File: src/rtl/twiddle_sweep_gen_if.sv
// twiddle_sweep_gen_if: valid/ready coefficient stream from the twiddle generator to the butterfly unit.
interface twiddle_sweep_gen_if #(
    parameter int BITS      = 32,
    parameter int LOG2N_MAX = 6
);
    logic                 out_valid;
    logic                 out_ready;
    logic [BITS-1:0]      real_part;
    logic [BITS-1:0]      imag_part;
    logic [LOG2N_MAX-1:0] out_idx;
    logic                 out_last;
    modport master (output out_valid, real_part, imag_part, out_idx, out_last, input out_ready);
    modport slave  (input out_valid, real_part, imag_part, out_idx, out_last, output out_ready);
endinterface

File: src/rtl/twiddle_sweep_gen.sv
// twiddle_sweep_gen: streams W^m = cos - j*sin for one radix-2 stage from a quarter-wave cosine ROM.
module twiddle_sweep_gen #(
    parameter int BITS      = 32,
    parameter int LOG2N_MAX = 6,
    parameter int LW        = 4
) (
    input  logic                   clk,
    input  logic                   rst_n,
    input  logic                   start_i,
    input  logic [LW-1:0]          log2n_i,
    input  logic [LW-1:0]          stage_i,
    output logic                   busy_o,
    output logic                   done_o,
    output logic                   err_o,
    twiddle_sweep_gen_if.master    coef_o
);
    localparam int L = LOG2N_MAX;
    localparam int N = 1 << L;
    localparam int Q = N / 4;

    function automatic real cos_q(input int k);
        real x, t, c;
        x = 2.0 * 3.14159265358979323846 * $itor(k) / $itor(N);
        t = 1.0;
        c = 1.0;
        for (int n = 1; n < 20; n++) begin
            t = -t * x * x / $itor((2 * n - 1) * (2 * n));
            c = c + t;
        end
        return c;
    endfunction

    // Round a value in (0,1] to the nearest-even single-precision pattern.
    function automatic logic [31:0] to_single(input real x);
        real y, fr;
        int  e, f;
        e = 0;
        y = x;
        while (y < 1.0) begin
            y = y * 2.0;
            e = e - 1;
        end
        y  = y * 8388608.0;
        f  = $rtoi(y);
        fr = y - $itor(f);
        if (fr > 0.5 || (fr == 0.5 && f[0])) f = f + 1;
        if (f == 16777216) begin
            f = 8388608;
            e = e + 1;
        end
        return {1'b0, 8'(e + 127), f[22:0]};
    endfunction

    // Quarter-wave table built at elaboration; C[Q] is forced to an exact +0.0.
    function automatic logic [(Q+1)*BITS-1:0] build_rom();
        logic [(Q+1)*BITS-1:0] t;
        t = '0;
        for (int k = 0; k < Q; k++) t[k*BITS +: BITS] = to_single(cos_q(k));
        return t;
    endfunction

    function automatic logic [BITS-1:0] neg(input logic [BITS-1:0] x);
        return x == '0 ? '0 : {~x[BITS-1], x[BITS-2:0]};
    endfunction

    localparam logic [(Q+1)*BITS-1:0] ROM = build_rom();

    typedef enum logic [1:0] {IDLE, SWEEP, DRAIN} state_t;

    state_t          state_q;
    logic [LW-1:0]   s_q;
    logic [L-1:0]    j_q, p1_m_q, p1_j_q, idx_q;
    logic            p1_v_q, p1_last_q, v_q, last_q;
    logic [BITS-1:0] re_q, im_q;
    logic            busy_q, done_q, err_q;
    logic            en, legal, j_last;
    logic [L-1:0]    m_d;
    logic [1:0]      quad;
    logic [L-3:0]    r;
    logic [L-2:0]    qr;
    logic [BITS-1:0] c_r, c_qr, re_d, im_d;

    always_comb begin
        en     = !v_q || coef_o.out_ready;
        legal  = log2n_i >= LW'(3) && log2n_i <= LW'(L) && stage_i < log2n_i;
        j_last = 32'(j_q) == (32'd1 << s_q) - 32'd1;
        m_d    = j_q << (LW'(L - 1) - s_q);
        quad   = p1_m_q[L-1:L-2];
        r      = p1_m_q[L-3:0];
        qr     = (L-1)'(Q) - {1'b0, r};
        c_r    = ROM[int'(r) * BITS +: BITS];
        c_qr   = ROM[int'(qr) * BITS +: BITS];
        re_d   = quad == 2'd0 ? c_r : quad == 2'd1 ? neg(c_qr) : quad == 2'd2 ? neg(c_r) : c_qr;
        im_d   = quad == 2'd0 ? neg(c_qr) : quad == 2'd1 ? neg(c_r) : quad == 2'd2 ? c_qr : c_r;
    end

    always_ff @(posedge clk or negedge rst_n) begin
        if (!rst_n) begin
            state_q   <= IDLE;
            s_q       <= '0;
            j_q       <= '0;
            p1_v_q    <= 1'b0;
            p1_m_q    <= '0;
            p1_j_q    <= '0;
            p1_last_q <= 1'b0;
            v_q       <= 1'b0;
            re_q      <= '0;
            im_q      <= '0;
            idx_q     <= '0;
            last_q    <= 1'b0;
            busy_q    <= 1'b0;
            done_q    <= 1'b0;
            err_q     <= 1'b0;
        end else begin
            done_q <= 1'b0;
            err_q  <= 1'b0;
            case (state_q)
                IDLE: if (start_i) begin
                    if (legal) begin
                        s_q     <= stage_i;
                        j_q     <= '0;
                        busy_q  <= 1'b1;
                        state_q <= SWEEP;
                    end else begin
                        err_q <= 1'b1;
                    end
                end
                SWEEP: if (en) begin
                    j_q <= j_q + 1'b1;
                    if (j_last) state_q <= DRAIN;
                end
                DRAIN: if (v_q && coef_o.out_ready && last_q) begin
                    done_q  <= 1'b1;
                    busy_q  <= 1'b0;
                    state_q <= IDLE;
                end
                default: state_q <= IDLE;
            endcase
            if (en) begin
                p1_v_q    <= state_q == SWEEP;
                p1_m_q    <= m_d;
                p1_j_q    <= j_q;
                p1_last_q <= j_last;
                v_q       <= p1_v_q;
                re_q      <= p1_v_q ? re_d : '0;
                im_q      <= p1_v_q ? im_d : '0;
                idx_q     <= p1_v_q ? p1_j_q : '0;
                last_q    <= p1_v_q && p1_last_q;
            end
        end
    end

    assign busy_o           = busy_q;
    assign done_o           = done_q;
    assign err_o            = err_q;
    assign coef_o.out_valid = v_q;
    assign coef_o.real_part = re_q;
    assign coef_o.imag_part = im_q;
    assign coef_o.out_idx   = idx_q;
    assign coef_o.out_last  = last_q;
endmodule

File: src/flat_wrapper.sv
// flat-port wrapper written by rule: the top's interface ports become plain ports
module twiddle_sweep_gen_flat 
#(
    parameter int BITS      = 32,
    parameter int LOG2N_MAX = 6,
    parameter int LW        = 4
)
  (clk, rst_n, start_i, log2n_i, stage_i, busy_o, done_o, err_o, coef_o_out_valid, coef_o_real_part, coef_o_imag_part, coef_o_out_idx, coef_o_out_last, coef_o_out_ready);
  twiddle_sweep_gen_if #(.BITS(BITS), .LOG2N_MAX(LOG2N_MAX)) coef_o_i ();
  input  logic clk;
  input  logic rst_n;
  input  logic start_i;
  input  logic [LW-1:0] log2n_i;
  input  logic [LW-1:0] stage_i;
  output logic busy_o;
  output logic done_o;
  output logic err_o;
  output wire logic [$bits(coef_o_i.out_valid)-1:0] coef_o_out_valid;
  output wire logic [$bits(coef_o_i.real_part)-1:0] coef_o_real_part;
  output wire logic [$bits(coef_o_i.imag_part)-1:0] coef_o_imag_part;
  output wire logic [$bits(coef_o_i.out_idx)-1:0] coef_o_out_idx;
  output wire logic [$bits(coef_o_i.out_last)-1:0] coef_o_out_last;
  input wire logic [$bits(coef_o_i.out_ready)-1:0] coef_o_out_ready;
  assign coef_o_out_valid = coef_o_i.out_valid;
  assign coef_o_real_part = coef_o_i.real_part;
  assign coef_o_imag_part = coef_o_i.imag_part;
  assign coef_o_out_idx = coef_o_i.out_idx;
  assign coef_o_out_last = coef_o_i.out_last;
  assign coef_o_i.out_ready = coef_o_out_ready;
  twiddle_sweep_gen #(.BITS(BITS), .LOG2N_MAX(LOG2N_MAX), .LW(LW)) u_core (.clk(clk), .rst_n(rst_n), .start_i(start_i), .log2n_i(log2n_i), .stage_i(stage_i), .busy_o(busy_o), .done_o(done_o), .err_o(err_o), .coef_o(coef_o_i));
endmodule
File: config.mk
export PLATFORM = sky130hd
export DESIGN_NAME = twiddle_sweep_gen_flat
export DESIGN_NICKNAME = d
export VERILOG_FILES = /design/src/rtl/twiddle_sweep_gen_if.sv /design/src/rtl/twiddle_sweep_gen.sv /design/src/flat_wrapper.sv
export SDC_FILE = /design/constraint.sdc
export NUM_CORES = 1
export LEC_CHECK = 0
export BUFFER_PORTS_ARGS = -buffer_cell sky130_fd_sc_hd__buf_2
export CORE_MARGIN = 4
export CORE_UTILIZATION = 53
export DETAILED_ROUTE_END_ITERATION = 16
export GPL_TIMING_DRIVEN = 0
export HOLD_SLACK_MARGIN = 0.12
export PLACE_DENSITY_LB_ADDON = 0.12
export SYNTH_ARGS = -nofsm -noshare
export SYNTH_HDL_FRONTEND = slang
export SYNTH_SLANG_ARGS = --single-unit
File: constraint.sdc
create_clock -name clk -period 2.9 [get_ports clk]
set_clock_uncertainty 0.2 [all_clocks]
set_input_delay 0.58 -clock clk [delete_from_list [all_inputs] [get_ports clk]]
set_output_delay 0.58 -clock clk [all_outputs]
set_load 0.05 [all_outputs]
==> results.py, run 1 <==
metrics = {
    "yosys": {
        "synthSimpleGateAreaFrac": 0.1870,
        "postSynthCellCount": 702,
        "synth_xor_area_frac": 0.01158,
        "ys_types": 77,
        "async_flop_share": 1.000,
        "synth_top_area_share": 0.3847,
        "netlist_area_mm2": 0.006050,
        "synth_flop_cell": "dfrtp_1",
        "muxShareOfSynthArea": 0.05895,
        "yosysSeqAreaShare": 0.3847,
        "synthTopCellsByArea": "dfrtp_1 38%, nand2_1 6.8%, ha_1 3.9%",
        "synth_adder_area_share": 0.03930,
        "yosysWarnings": 0,
        "synth-compound-area-share": 0.2525,
        "yosysTopAreaCell": "dfrtp_1",
        "synth-edff-count": 0,
        "avgSynthCellArea_um2": 8.618,
        "synth_top_family_by_area": "compound AO/OA/AOI/OAI gates",
        "synth-seq-cells": 93,
    },
    "setup_path": {
        "end_kind": "flip-flop",
        "rr_startpoint": "u_core.p1_m_q[1]",
        "r2r_end": "u_core.coef_o.imag_part[10]",
        "cp.required_ns": 2.98,
        "rrSetupSlack_ns": 0.11,
        "start_kind": "flip-flop",
        "cp_max_fo": 10,
        "critPathKind": "reg2reg",
        "r2r_cells": 13,
        "cp_data_arrival_time_ns": 2.87,
        "cp-startpoint": "u_core.p1_m_q[1]",
    },
    "floorplan": {
        "rows": 38,
        "core_mm2": 0.01098,
        "initial_core_util": 0.5508,
        "io_pins": 87,
        "die-area_mm2": 0.01319,
        "die_h_um": 114.8,
        "die_width_um": 114.8,
    },
    "detailed_routing": {
        "viasPerCell": 6.367,
        "drt-initial-drc-count": 526,
        "detail_route.first_pass.iterations": 7,
        "drc_errors": 0,
        "routedWlPerCell_um": 21.15,
        "num_vias": 6023,
        "final_antenna_net_count": 0,
        "routed_wl_mm": 20.00,
    },
    "placed_design": {
        "post-dp-hpwl_mm": 14.74,
        "numPortBuffers": 84,
        "gp_congestion": 1.013,
    },
    "clocking": {
        "cts_buffers": 9,
        "clock_latency_ns": 0.35,
        "cts_tree": "built",
        "clockRootBuffer": "clkbuf_16",
        "path_clk_slew_ns": 0.07,
        "clkSinkCount": 93,
        "clock_path_buffers": 2,
        "htreeDepth": 3,
    },
    "timing": {
        "min_period_ns": 2.791,
        "maxSlewViolCount": 0,
        "hold_ws_ns": 0.2603,
        "hold_viol": 0,
        "rsz0062_at_grt": "false",
        "setup_viol": 0,
        "max_freq_ghz": 0.3583,
        "relSlewSlack": 0.5336,
        "tightest_slew_ns": 0.6996,
        "period_share": 0.9624,
    },
    "layout": {
        "n_antenna_cell": 0,
        "mostFrequentLayoutCell": "nand2_1",
        "final_cell_mix": "110 x nand2_1, 95 x buf_2, 91 x dfrtp_1",
        "drive_above_1_share": 0.2122,
        "layout.nets": 832,
        "syn2layout_area_growth_pct": 19.03,
    },
    "global_routing": {
        "grt_max_degree": 52,
        "first_global_vias": 5744,
        "grt_first_pass_wirelength_mm": 31.13,
        "grt.total_usage": 0.3050,
        "overflow": 0,
        "antenna_found_initial": 0,
    },
    "flow_run": {
        "cap_violations": 0,
    },
    "worst_hold_path": {
        "min_to": "u_core.coef_o.out_idx[3]",
        "hold_path.class": "reg2reg",
        "hold_depth": 2,
        "hp-start": "u_core.coef_o.out_idx[3]",
    },
    "status": {
        "status": "finished clean",
    },
}
## state kept, by name (all words and copies together) (netlist names)
register / cells
u_core.coef_o.out_idx: 6
u_core.p1_j_q: 6
u_core.busy_o: 1
u_core.p1_m_q: 6
u_core.j_q: 6
u_core.done_o: 1
u_core.coef_o.imag_part: 28
u_core.p1_last_q: 1
u_core.s_q: 4
u_core.err_o: 1
u_core.coef_o.out_last: 1
u_core.coef_o.real_part: 28
u_core.p1_v_q: 1
u_core.coef_o.out_valid: 1
u_core.state_q: 2
## metrics by stage
stage	area, um2	worst slack (ns)	TNS [ns]	std cells	utilization
final	7201	0.1091	0	946	0.6556
after CTS	7152	0.01354	0	947	0.6512
after global placement	6658	-0.8889	-30.87	927	0.6062
after detailed placement	6688	-0.7991	-27.61	928	0.6089
after floorplan	6062	0.001744	0	703	-
after global routing	7201	0.01665	0	946	0.6556
## worst max path at each step
stage / end / slack (ns)
final: u_core.coef_o.imag_part[10] / 0.11
after CTS: u_core.coef_o.imag_part[10] / 0.01
after global routing: u_core.state_q[1] / 0.02
after global placement: u_core.coef_o.imag_part[18] / -0.89
after floorplan: u_core.coef_o.real_part[10] / 0.002
after detailed placement: u_core.coef_o.real_part[18] / -0.80
## layer usage
layer	global-route usage	routed length (um)
met1	0.3764	7716
met3	0.05000	1559
met5	0	0
met2	0.5064	9669
met4	0.1761	1060
## worst max-delay path: stages, from the launching register on
cell and delay [ns]:
dfrtp_2 0.42, buf_6 0.16, inv_8 0.09, ha_4 0.16, buf_8 0.14, inv_2 0.06, ha_4 0.27, buf_8 0.13
buf_12 0.14, mux2i_4 0.23, o22ai_1 0.12, a221oi_2 0.32, a21oi_1 0.11, o21ai_1 0.15
## synth_stat cells (3+ instances only)
cell type    n
a221oi_1     3
nand2b_1    12
ha_1        19
nor2_1      50
buf_4       10
mux2_1       3
inv_1       13
mux4_2       4
dfrtp_1     93
nor3_1       4
a21oi_1     35
o31ai_2      3
o21ai_1     43
a211oi_1     8
buf_1        6
xnor2_1      4
o21ai_0     24
clkbuf_1    40
o211ai_1     4
nor3b_1      3
a31oi_1      9
buf_2       16
o22ai_1      9
xor2_1       4
mux2i_1     21
a22oi_1     13
a21o_1      10
o31ai_1      5
and2_1       4
nor2b_1     14
o221ai_1     6
nand3_1     16
or3_1        4
a221o_1     12
nand3b_1     4
a22o_1      13
nand2_1    110
## repair_timing
| item | CTS | global route |
|---|---|---|
| resized for setup | 26 | 14 |
| setup endpoints to repair | 55 | 23 |
| hold buffers | 1 | 0 |
| pin swaps | 3 | 6 |
| setup buffers | 3 | 1 |
| endpoints found under the hold margin | 42 | 0 |
## cells by family after synthesis
kind of cell    after synthesis
simple gates                241
compound gates              222
flops                        93
buf+inv                      88
mux                          30
fa+ha+maj                    19
xor+xnor                      8
other cells                   1
## area by class of cell
type | instances | area [um2]
Inverter | 15 | 67.56
Sequential cell | 93 | 2330
Tap cell | 140 | 175.2
Timing Repair Buffer | 90 | 490.5
Buffer | 70 | 404.1
Clock inverter | 7 | 120.1
Fill cell | 926 | 3782
Multi-Input combinational cell | 522 | 3388
Clock buffer | 9 | 225.2
Power of run 1 is left out: the tool's default activity adds up to more than one toggle a clock period on the data nets, which glitch-free logic cannot reach.
==> run 2, diff against run 1 <==
==> constraint.sdc (replaced) <==
create_clock -name clk -period 2.9 [get_ports clk]
set_clock_uncertainty 0.2 [all_clocks]
set_input_delay 0.145 -clock clk [delete_from_list [all_inputs] [get_ports clk]]
set_output_delay 0.145 -clock clk [all_outputs]
set_load 0.05 [all_outputs]
==> run 2 against run 1 <==
Against the previous run: cell count grew 0.85%; routed wire length rose by 0.38%; sequential share of layout area decreased by 0.36 points; first-iteration DRC count up 7.6%; critical path type unchanged.
==> results.py, run 2 (same netlist as run 1, synthesis figures left out) <==
metrics = {
    "layout": {
        "final_cells": 954,
        "n_antenna_cell": 0,
        "drive_above_1_share": 0.2101,
        "mostFrequentLayoutCell": "nand2_1",
        "final_cell_mix": "110 x nand2_1, 95 x buf_2, 91 x dfrtp_1",
        "layout.nets": 840,
        "syn2layout_area_growth_pct": 20.35,
    },
    "clocking": {
        "path_clk_slew_ns": 0.06,
        "clock_path_buffers": 2,
        "htreeDepth": 3,
        "cts_buffers": 9,
        "cts_tree": "built",
        "clkSinkCount": 93,
        "clock_latency_ns": 0.35,
        "clockRootBuffer": "clkbuf_16",
    },
    "setup_path": {
        "cp_max_fo": 10,
        "r2r_end": "u_core.coef_o.real_part[2]",
        "cp-startpoint": "u_core.p1_m_q[0]",
        "critPathKind": "reg2reg",
        "start_kind": "flip-flop",
        "cp.required_ns": 2.99,
        "r2r_cells": 8,
        "rr_startpoint": "u_core.p1_m_q[0]",
        "cp_data_arrival_time_ns": 2.88,
        "rrSetupSlack_ns": 0.11,
        "end_kind": "flip-flop",
    },
    "floorplan": {
        "die-area_mm2": 0.01319,
        "die_width_um": 114.8,
        "die_h_um": 114.8,
        "core_mm2": 0.01098,
        "rows": 38,
        "io_pins": 87,
        "initial_core_util": 0.5508,
    },
    "global_routing": {
        "first_global_vias": 5815,
        "overflow": 0,
        "grt_first_pass_wirelength_mm": 31.46,
        "grt.total_usage": 0.3081,
        "antenna_found_initial": 0,
        "grt_max_degree": 52,
    },
    "detailed_routing": {
        "drt-initial-drc-count": 566,
        "routed_wl_mm": 20.08,
        "viasPerCell": 6.286,
        "detail_route.first_pass.iterations": 5,
        "num_vias": 5997,
        "drc_errors": 0,
        "routedWlPerCell_um": 21.05,
        "final_antenna_net_count": 0,
    },
    "timing": {
        "fin_setup_tns_ns": 0,
        "setup_viol": 0,
        "tightest_slew_ns": 0.6889,
        "maxSlewViolCount": 0,
        "hold_viol": 0,
        "max_freq_ghz": 0.3583,
        "rsz0062_at_grt": "false",
        "relSlewSlack": 0.5408,
        "period_share": 0.9624,
        "min_period_ns": 2.791,
    },
    "placed_design": {
        "placed_cells_incl_taps": 928,
        "post-dp-hpwl_mm": 14.74,
        "gp_congestion": 1.013,
        "numPortBuffers": 84,
    },
    "worst_hold_path": {
        "hold_path.class": "in2async",
    },
    "flow_run": {
        "cap_violations": 0,
    },
    "status": {
        "status": "finished clean",
    },
}
==> run 2: cell count changes in the layout (fill, tap and decap cells not counted) <==
cell and change:
dlygate4sd3_1 +8
==> run 2: repair_timing <==
item | in CTS | in global routing
hold buffers | 9 | 0
endpoints found under the hold margin | 101 | 0
pin swaps | 3 | 6
endpoints found under the setup margin | 55 | 23
setup buffers | 3 | 1
resized for setup | 26 | 14
==> run 2: layer usage <==
layer	vias up	global-route usage	wire (um)
li1	2744	-	-
met1	2870	0.3784	7774
met2	309	0.5149	9694
met3	74	0.05000	1445
met4	0	0.1761	1166
met5	-	0	0
==> run 2: how the worst max path moves through the flow <==
stage,cells after the start,slack (ns),to
after floorplan,13,0.002,u_core.coef_o.real_part[10]
after global placement,13,-0.89,u_core.coef_o.imag_part[18]
after CTS,13,0.01,u_core.coef_o.imag_part[10]
final,8,0.11,u_core.coef_o.real_part[2]
after global routing,10,0.02,u_core.state_q[1]
after detailed placement,13,-0.80,u_core.coef_o.real_part[18]
==> run 2: stage by stage <==
step / hold slack (ns) / worst slack, ns / area [um2] / utilization
2_1_floorplan: -0.3506 / 0.001744 / 6062 / -
3_5_place_dp: -0.03235 / -0.7991 / 6688 / 0.6089
3_3_place_gp: 0.1869 / -0.8889 / 6658 / 0.6062
5_1_grt: 0.1780 / 0.01665 / 7281 / 0.6629
6_report: 0.1148 / 0.1089 / 7281 / 0.6629
4_1_cts: 0.1448 / 0.01354 / 7232 / 0.6585
==> run 2: critical path, cell delays in order, from the launching register on <==
cell,delay (ns)
dfrtp_2,0.42
buf_8,0.15
clkinvlp_4,0.09
buf_4,0.16
ha_1,0.44
clkbuf_1,0.43
o21ai_1,0.16
a221oi_1,0.46
a221o_1,0.22
==> run 2: final cells by class <==
class | instances | area, um2
plain buffers | 70 | 404.1
clock buffers | 9 | 225.2
clock inverters | 7 | 120.1
fillers | 916 | 3702
inverters | 15 | 67.56
multi-input cells | 522 | 3388
flip-flops and latches | 93 | 2330
well taps | 140 | 175.2
repair buffers | 98 | 570.5
Power of run 2 is left out for the same reason.
